==> src/rtl/blur_stream_controller.sv <==
// Frame sequencer in front of blurring_filter. It regenerates sop/eop from x/y
// position, repairs short frames by padding and long frames by dropping beats, and latches blur mode per frame.
module blur_stream_controller #(
  parameter int                IMG_WIDTH  = 320,
  parameter int                IMG_HEIGHT = 240,
  parameter int                DATA_W     = 12,
  parameter logic [DATA_W-1:0] PAD_VALUE  = '0
) (
  input  logic              clk,
  input  logic              rst_n,
  input  logic              snk_valid,
  output logic              snk_ready,
  input  logic [DATA_W-1:0] snk_data,
  input  logic              snk_sop,
  input  logic              snk_eop,
  output logic              src_valid,
  input  logic              src_ready,
  output logic [DATA_W-1:0] src_data,
  output logic              src_sop,
  output logic              src_eop,
  input  logic              is_underage,
  output logic              blur_en,
  output logic              frame_done,
  output logic              err_short,
  output logic              err_long,
  input  logic              err_clr,
  output logic [15:0]       frame_count
);

  localparam int XW = $clog2(IMG_WIDTH);
  localparam int YW = $clog2(IMG_HEIGHT);

  typedef enum logic [1:0] {IDLE, ACTIVE, PAD, DROP} state_t;

  state_t          state, state_n;
  logic [XW-1:0]   x;
  logic [YW-1:0]   y;
  logic            slot_free, at_origin, last, sop_pending, x_end;
  logic            load, use_pad, latch_blur, set_short, set_long;

  assign slot_free   = !src_valid || src_ready;
  assign x_end       = (x == XW'(IMG_WIDTH - 1));
  assign at_origin   = (x == '0) && (y == '0);
  assign last        = x_end && (y == YW'(IMG_HEIGHT - 1));
  assign sop_pending = snk_valid && snk_sop;
  assign frame_done  = src_valid && src_ready && src_eop;

  always_ff @(posedge clk or negedge rst_n) begin
    if (!rst_n) state <= IDLE;
    else        state <= state_n;
  end

  always_comb begin
    state_n = state;
    case (state)
      IDLE:   if (load) state_n = ACTIVE;
      ACTIVE: begin
        if (sop_pending && !at_origin) state_n = PAD;
        else if (load && last)         state_n = snk_eop ? IDLE : DROP;
        else if (load && snk_eop)      state_n = PAD;
      end
      PAD:    if (load && last) state_n = IDLE;
      DROP:   if (snk_valid && (snk_sop || snk_eop)) state_n = IDLE;
      default: state_n = IDLE;
    endcase
  end

  // Handshake and control strobes; snk_ready is held low while reset is asserted.
  always_comb begin
    snk_ready  = 1'b0;
    load       = 1'b0;
    use_pad    = 1'b0;
    latch_blur = 1'b0;
    set_short  = 1'b0;
    set_long   = 1'b0;
    if (rst_n) begin
      case (state)
        IDLE: begin
          snk_ready  = slot_free;
          load       = snk_valid && slot_free && snk_sop;
          latch_blur = load;
        end
        ACTIVE: begin
          snk_ready = slot_free && !sop_pending;
          load      = snk_valid && slot_free && !sop_pending;
          set_short = (load && !last && snk_eop) || (sop_pending && !at_origin);
          set_long  = load && last && !snk_eop;
        end
        PAD: begin
          load    = slot_free;
          use_pad = 1'b1;
        end
        DROP:    snk_ready = !sop_pending;
        default: ;
      endcase
    end
  end

  always_ff @(posedge clk or negedge rst_n) begin
    if (!rst_n) begin
      x           <= '0;
      y           <= '0;
      src_valid   <= 1'b0;
      src_data    <= '0;
      src_sop     <= 1'b0;
      src_eop     <= 1'b0;
      blur_en     <= 1'b0;
      err_short   <= 1'b0;
      err_long    <= 1'b0;
      frame_count <= '0;
    end else begin
      if (load) begin
        src_valid <= 1'b1;
        src_data  <= use_pad ? PAD_VALUE : snk_data;
        src_sop   <= at_origin;
        src_eop   <= last;
        if (last) begin
          x <= '0;
          y <= '0;
        end else if (x_end) begin
          x <= '0;
          y <= y + YW'(1);
        end else begin
          x <= x + XW'(1);
        end
      end else if (src_ready) begin
        src_valid <= 1'b0;
      end
      if (latch_blur) blur_en <= is_underage;
      // A same-cycle set beats err_clr.
      if (set_short)    err_short <= 1'b1;
      else if (err_clr) err_short <= 1'b0;
      if (set_long)     err_long <= 1'b1;
      else if (err_clr) err_long <= 1'b0;
      if (frame_done) frame_count <= frame_count + 16'd1;
    end
  end

endmodule

==> config.mk <==
export PLATFORM = sky130hd
export DESIGN_NAME = blur_stream_controller
export DESIGN_NICKNAME = d
export VERILOG_FILES = /design/src/rtl/blur_stream_controller.sv
export SDC_FILE = /design/constraint.sdc
export NUM_CORES = 1
export LEC_CHECK = 0
export CAP_MARGIN = 10
export CORE_ASPECT_RATIO = 0.5
export CORE_MARGIN = 1.5
export CORE_UTILIZATION = 63
export DETAILED_ROUTE_END_ITERATION = 8
export DONT_BUFFER_PORTS = 1
export HOLD_SLACK_MARGIN = 0.06
export PLACE_DENSITY = 0.89
export SLEW_MARGIN = 5
export SYNTH_ARGS = -nofsm -noshare
export SYNTH_HDL_FRONTEND = slang
export SYNTH_SLANG_ARGS = --single-unit
==> constraint.sdc <==
create_clock -name clk -period 2.6 [get_ports clk]
set_clock_uncertainty 0.1 [all_clocks]
set_input_delay 0.13 -clock clk [delete_from_list [all_inputs] [get_ports clk]]
set_output_delay 0.13 -clock clk [all_outputs]
set_load 0.005 [all_outputs]
**After elaboration in Yosys (flattened, before gate mapping)**

Cells that the tools add are included.

- Flip-flop bits (word level): 53
- Word-level logic and storage cells: 87

- Eq/ne operators: 9
- Reduce and logical (&&, ||, !) cells: 34
- $add $sub $neg: 3
- Muxes and demuxes: 30

Operators with widths:

| cell | number |
|---|---|
| $mux 9 | 2 |
| $logic_and 1x1->1 | 17 |
| $add 16x1->16 const B | 1 |
| $mux 8 | 2 |
| $mux 1 | 15 |
| $mux 2 | 7 |
| $mux 12 | 1 |
| $add 9x1->9 const B | 1 |
| $eq 9x9->1 const B | 1 |
| $logic_not 9->1 | 1 |
| $add 8x1->8 const B | 1 |
| $eq 8x8->1 const B | 1 |
| $logic_not 8->1 | 1 |
| $pmux 2 s4 | 1 |
| $reduce_bool 2->1 | 4 |
| $ne 2x2->1 const B | 3 |
| $pmux 1 s3 | 2 |
| $logic_not 1->1 | 5 |
| $eq 2x2->1 const B | 2 |
| $ne 4x4->1 const B | 1 |
| $reduce_and 4->1 | 1 |
| $logic_or 1x1->1 | 3 |
| $eq 2x1->1 const B | 1 |
| $logic_not 2->1 | 1 |
| $reduce_and 2->1 | 1 |

**Depth between registers and ports, before layout**

- Depth in word-level cells: 11
- Mapped depth: 7
- Gate-level depth less buffers: 6

**Worst setup path after synthesis**

OpenSTA, ideal clock, no wires.

- Kind: reg2reg
- Start point: register x[0]
- End point: register y[2]
- Data arrival time: 1703 ps
- Required time: 2376 ps
- Clock period less this slack: 1927 ps
- Stages on the path, launching flop included: 7
- Slack: 673 ps
- Library setup time: 124 ps
- Cell sequence: dfrtp_1 > ha_1 > nand4bb_1 > or2_1 > buf_6 > or4b_1 > xnor2_1

- Cells in the longest elaborated chain, start to end: 4

RTL lines:

| element | RTL line | text |
|---|---|---|
| from (decl) | 36 | `logic [XW-1:0] x;` |
| from (signal assigned) | 124 | `x <= x + XW'(1);` |
| $eq 9x9->1 (*) | 42 | `assign x_end = (x == XW'(IMG_WIDTH - 1));` |
| $logic_and 1x1->1 | 44 | `assign last = x_end && (y == YW'(IMG_HEIGHT - 1));` |
| $reduce_bool 2->1 (no source line) | -- |  |
| $reduce_and 2->1 (no source line) | -- |  |
| to (signal assigned) | 122 | `y <= y + YW'(1);` |
| to (decl) | 37 | `logic [YW-1:0] y;` |

Every way passes the cells marked *; elsewhere a longest branch is shown, timed or not.
A chain may end at the register's enable or synchronous reset.

**Worst setup path in the final report**

- Start point: register x[0]
- End point: register err_long

- Cells in the longest elaborated chain, start to end: 7

RTL lines:

| element | RTL line | text |
|---|---|---|
| $eq 9x9->1 (*) | 42 |  |
| $logic_and 1x1->1 (*) | 44 |  |
| $logic_and 1x1->1 (*) (2 in series) | 87 | `set_long = load && last && !snk_eop;` |
| $mux 1 (*) | 77 | `case (state)` |
| $mux 1 (*) | 76 | `if (rst_n) begin` |
| $mux 1 or $reduce_bool 2->1 (tied branches) | -- |  |
| to (signal assigned) | 109 | `err_long <= 1'b0;` |
| to (signal assigned) | 133 | `if (set_long) err_long <= 1'b1;` |
| to (signal assigned) | 134 | `else if (err_clr) err_long <= 1'b0;` |
| to (decl) | 25 | `output logic err_long,` |

Marked as above.

==> metrics.txt <==
routed length per placed instance=a little over 20 um; Inserted Clock Buffers=5; Starting Density=slightly below 70%; sequential area share after synthesis=just under 50%; Syn Nets=roughly 290; largest cells by area after synthesis=dfrtp_1, xnor2_1, nand3_1, nand2_1, o21ai_1; CP startpoint=x[0]; CP endpoint=err_long; Yosys reg bits=between 50 and 60; largest net degree at the start of global routing=55; gr usage total=a little under a third; cell-by-cell trace of the critical path=ha_1, and4b_1, nand4_1, o31ai_1, dlygate4sd3_1; outcome=finished clean; root buffer cell=clkbuf_8; max_slew headroom=between 50% and 60%; Worst VDD drop=around 0.30 mV; CTS Sinks=53; Post-DRT Antenna Nets=0; worst r2r dst=err_long; full die area=around 4700 um2; die width=approximately 96 um; fraction of layout cells with a size suffix above 1=under 10%; synth warn=0; I/O pins=56; cell area after synthesis=about 2700 um2; Largest stage delay, worst path=0.58 ns; Final min period=~2.3 ns; WP data arrival=between 2 and 2.5 ns; Setup TNS Final=0 ns; Yosys top cell area share=approximately half; Crit Path Class=flip-flop to flip-flop; Hold Violations, Final=0; routed vias/inst=between 6 and 7; Iter 0 DRT Violations=between 200 and 300; P_leak=between 1 and 1.5 nW; synthesized netlist cell count=~270; power per cell area=approximately 560 nW/um2; Clk pin slew, worst setup/hold paths=around 0.090 ns; # DRC=0; antenna fix cells=0; worst reg2reg setup slack=between 0.2 and 0.3 ns; max-cap violation count=0; H-tree depth=2; Bufs and invs on worst path=1; Rows=16; aggregate global routing overflow=0; fmax=approximately 430 MHz; family with the most delay on the worst path=simple AND/OR/NAND/NOR gates; worst skew pair latency=roughly 0.31 ns; DP Wirelength=roughly 4200 um; worst-path maximum fanout=6; Slowest cell on crit path=dlygate4sd3_1; total length of routed wires=between 7000 and 8000 um; final setup fails=0; CORE AREA=just over 4000 um2; Yosys cell types=between 50 and 60; Post-synth EDFFs=0; RSZ-0062 raised after global routing=false; Die H=approximately 49 um; port bufs=0; vias in the first global route=about 2300; final worst-path cycle share=approximately nine tenths; WHS=between 0.07 and 0.08 ns; post-CTS setup buffers=0; DR vias=roughly 2400; DRT Pass-1 Iters=5; Slew @ Worst Pin=between 0.6 and 0.7 ns; share of flip-flops with an asynchronous set or reset=100%; Worst Hold Class=input port to flip-flop; cts repair resizes=0; ys flop type=dfrtp_1; first-pass GRT wire length=about 11000 um; Avg Inst Size Synth=about 10 um2; CTS tree=built; reg-to-reg startpoint=x[0]; P&R area growth vs syn=12.6%; Pins Over Slew Limit=0; Hold Buf Count CTS=21; Layout Nets=311; Clock Tree Buf Depth=2; Reg2Reg Depth=5; largest area contributor in the netlist=dfrtp_1; worst endpoint required time=~2.8 ns; Critical Path Stages=5; initial antenna violation count=0; gpl congestion=about 0.94; type of origin of the critical path=flip-flop; Setup crit end kind=flip-flop
==> cells in the mapped netlist (2+ instances only) <==
cell	n
dfrtp_1	53
nand2_1	31
nand3_1	24
xnor2_1	15
o21ai_1	14
and3_1	9
clkbuf_1	8
inv_1	8
nand4_1	8
mux2_1	6
nor2_1	6
ha_1	5
nor4_1	5
a21oi_1	4
and4_1	4
buf_2	4
mux2i_1	4
o211ai_1	4
xor2_1	4
a2111oi_0	3
and4b_1	3
nor4b_1	3
o21ai_0	3
or4_1	3
a211o_1	2
a21boi_0	2
a21o_1	2
nand4b_1	2
o31ai_1	2
or3_1	2
==> through the flow <==
step / total power, mW / setup WS [ns] / cell area (um2) / util [%] / std cells
3_5_place_dp: 1.21 / 0.555 / 2750 / 68.3 / 312
2_1_floorplan: 1.15 / 0.673 / 2720 / - / 268
6_report: 1.72 / 0.265 / 3060 / 76.2 / 341
5_1_grt: 1.80 / 0.157 / 3060 / 76.2 / 341
4_1_cts: 1.71 / 0.317 / 3060 / 76.2 / 341
3_3_place_gp: 1.19 / 0.646 / 2750 / 68.3 / 312
==> routing by layer <==
metal / share of wire, % / wire [um] / up-vias / track usage [%]
li1: - / - / 1023 / -
met5: 0 / 0 / - / 0
met3: 9.3 / 654 / 43 / 8.80
met1: 39 / 2700 / 1126 / 38.3
met4: 3.9 / 271 / 0 / 11.3
met2: 48 / 3380 / 161 / 52.8
==> cell families (layout without fill, tap and decap cells) <==
group,count (synthesis),in the layout,synth area share (%)
flip-flops,53,53,48.7
AND/OR/NAND/NOR,109,109,22.6
XOR/XNOR,19,19,6.11
multiplexers,11,11,4.37
buffers and inverters,22,41,3.49
AO/OA/AOI/OAI,49,49,12.4
adder cells (fa/ha/maj),5,5,2.30
==> flip-flops by register name, summed over array words and instances, names as in the netlist <==
name         count
src_valid        1
frame_count     16
src_sop          1
state            2
src_data        12
src_eop          1
err_short        1
blur_en          1
err_long         1
y                8
x                9
==> power breakdown <==
group / internal (mW) / switching [mW]
registers: 0.897 / 0.0917
logic: 0.117 / 0.147
clock network: 0.193 / 0.275
==> worst min-delay path by stage <==
stage / from / to / slack, ns / cells past startpoint
2_1_floorplan: rst_n / blur_en / -0.27 / 0
3_3_place_gp: rst_n / frame_count[12] / -0.26 / 0
3_5_place_dp: rst_n / frame_count[13] / -0.26 / 0
4_1_cts: snk_valid / state[1] / 0.06 / 3
5_1_grt: snk_valid / state[1] / 0.07 / 3
6_report: snk_valid / state[1] / 0.08 / 3
==> tightest hold or removal path: cells and delay by family <==
kind	cells	cell delay (ns)
compound gates	1	0.13
simple gates	2	0.20
==> placed cells by master (no fill, tap or decap), types with 2 or more instances in the layout <==
| cell type | n |
|---|---|
| dlygate4sd3_1 | 20 |
| a211o_1 | 2 |
| mux2i_1 | 4 |
| a21oi_1 | 4 |
| o21ai_0 | 3 |
| o31ai_1 | 2 |
| ha_1 | 5 |
| xor2_1 | 4 |
| nand4_1 | 8 |
| nor4b_1 | 3 |
| and4b_1 | 3 |
| inv_1 | 8 |
| a21o_1 | 2 |
| buf_4 | 3 |
| or4_1 | 3 |
| or3_1 | 2 |
| mux2_1 | 6 |
| dfrtp_1 | 53 |
| o21ai_1 | 14 |
| a21boi_0 | 2 |
| nand4b_1 | 2 |
| nand2_1 | 31 |
| xnor2_1 | 15 |
| nor2_1 | 6 |
| a2111oi_0 | 3 |
| and3_1 | 9 |
| nand3_1 | 24 |
| clkbuf_8 | 5 |
| o211ai_1 | 4 |
| nor4_1 | 5 |
| and4_1 | 4 |
==> layout make-up <==
cell class / instances / area [um2]
repair buffers: 24 / 250
clock inverters: 2 / 13.8
clock buffers: 6 / 72.6
multi-input cells: 193 / 1300
well taps: 54 / 67.6
fillers: 237 / 960
inverters: 9 / 33.8
flip-flops and latches: 53 / 1330
(Power assumes the default switching activity.)
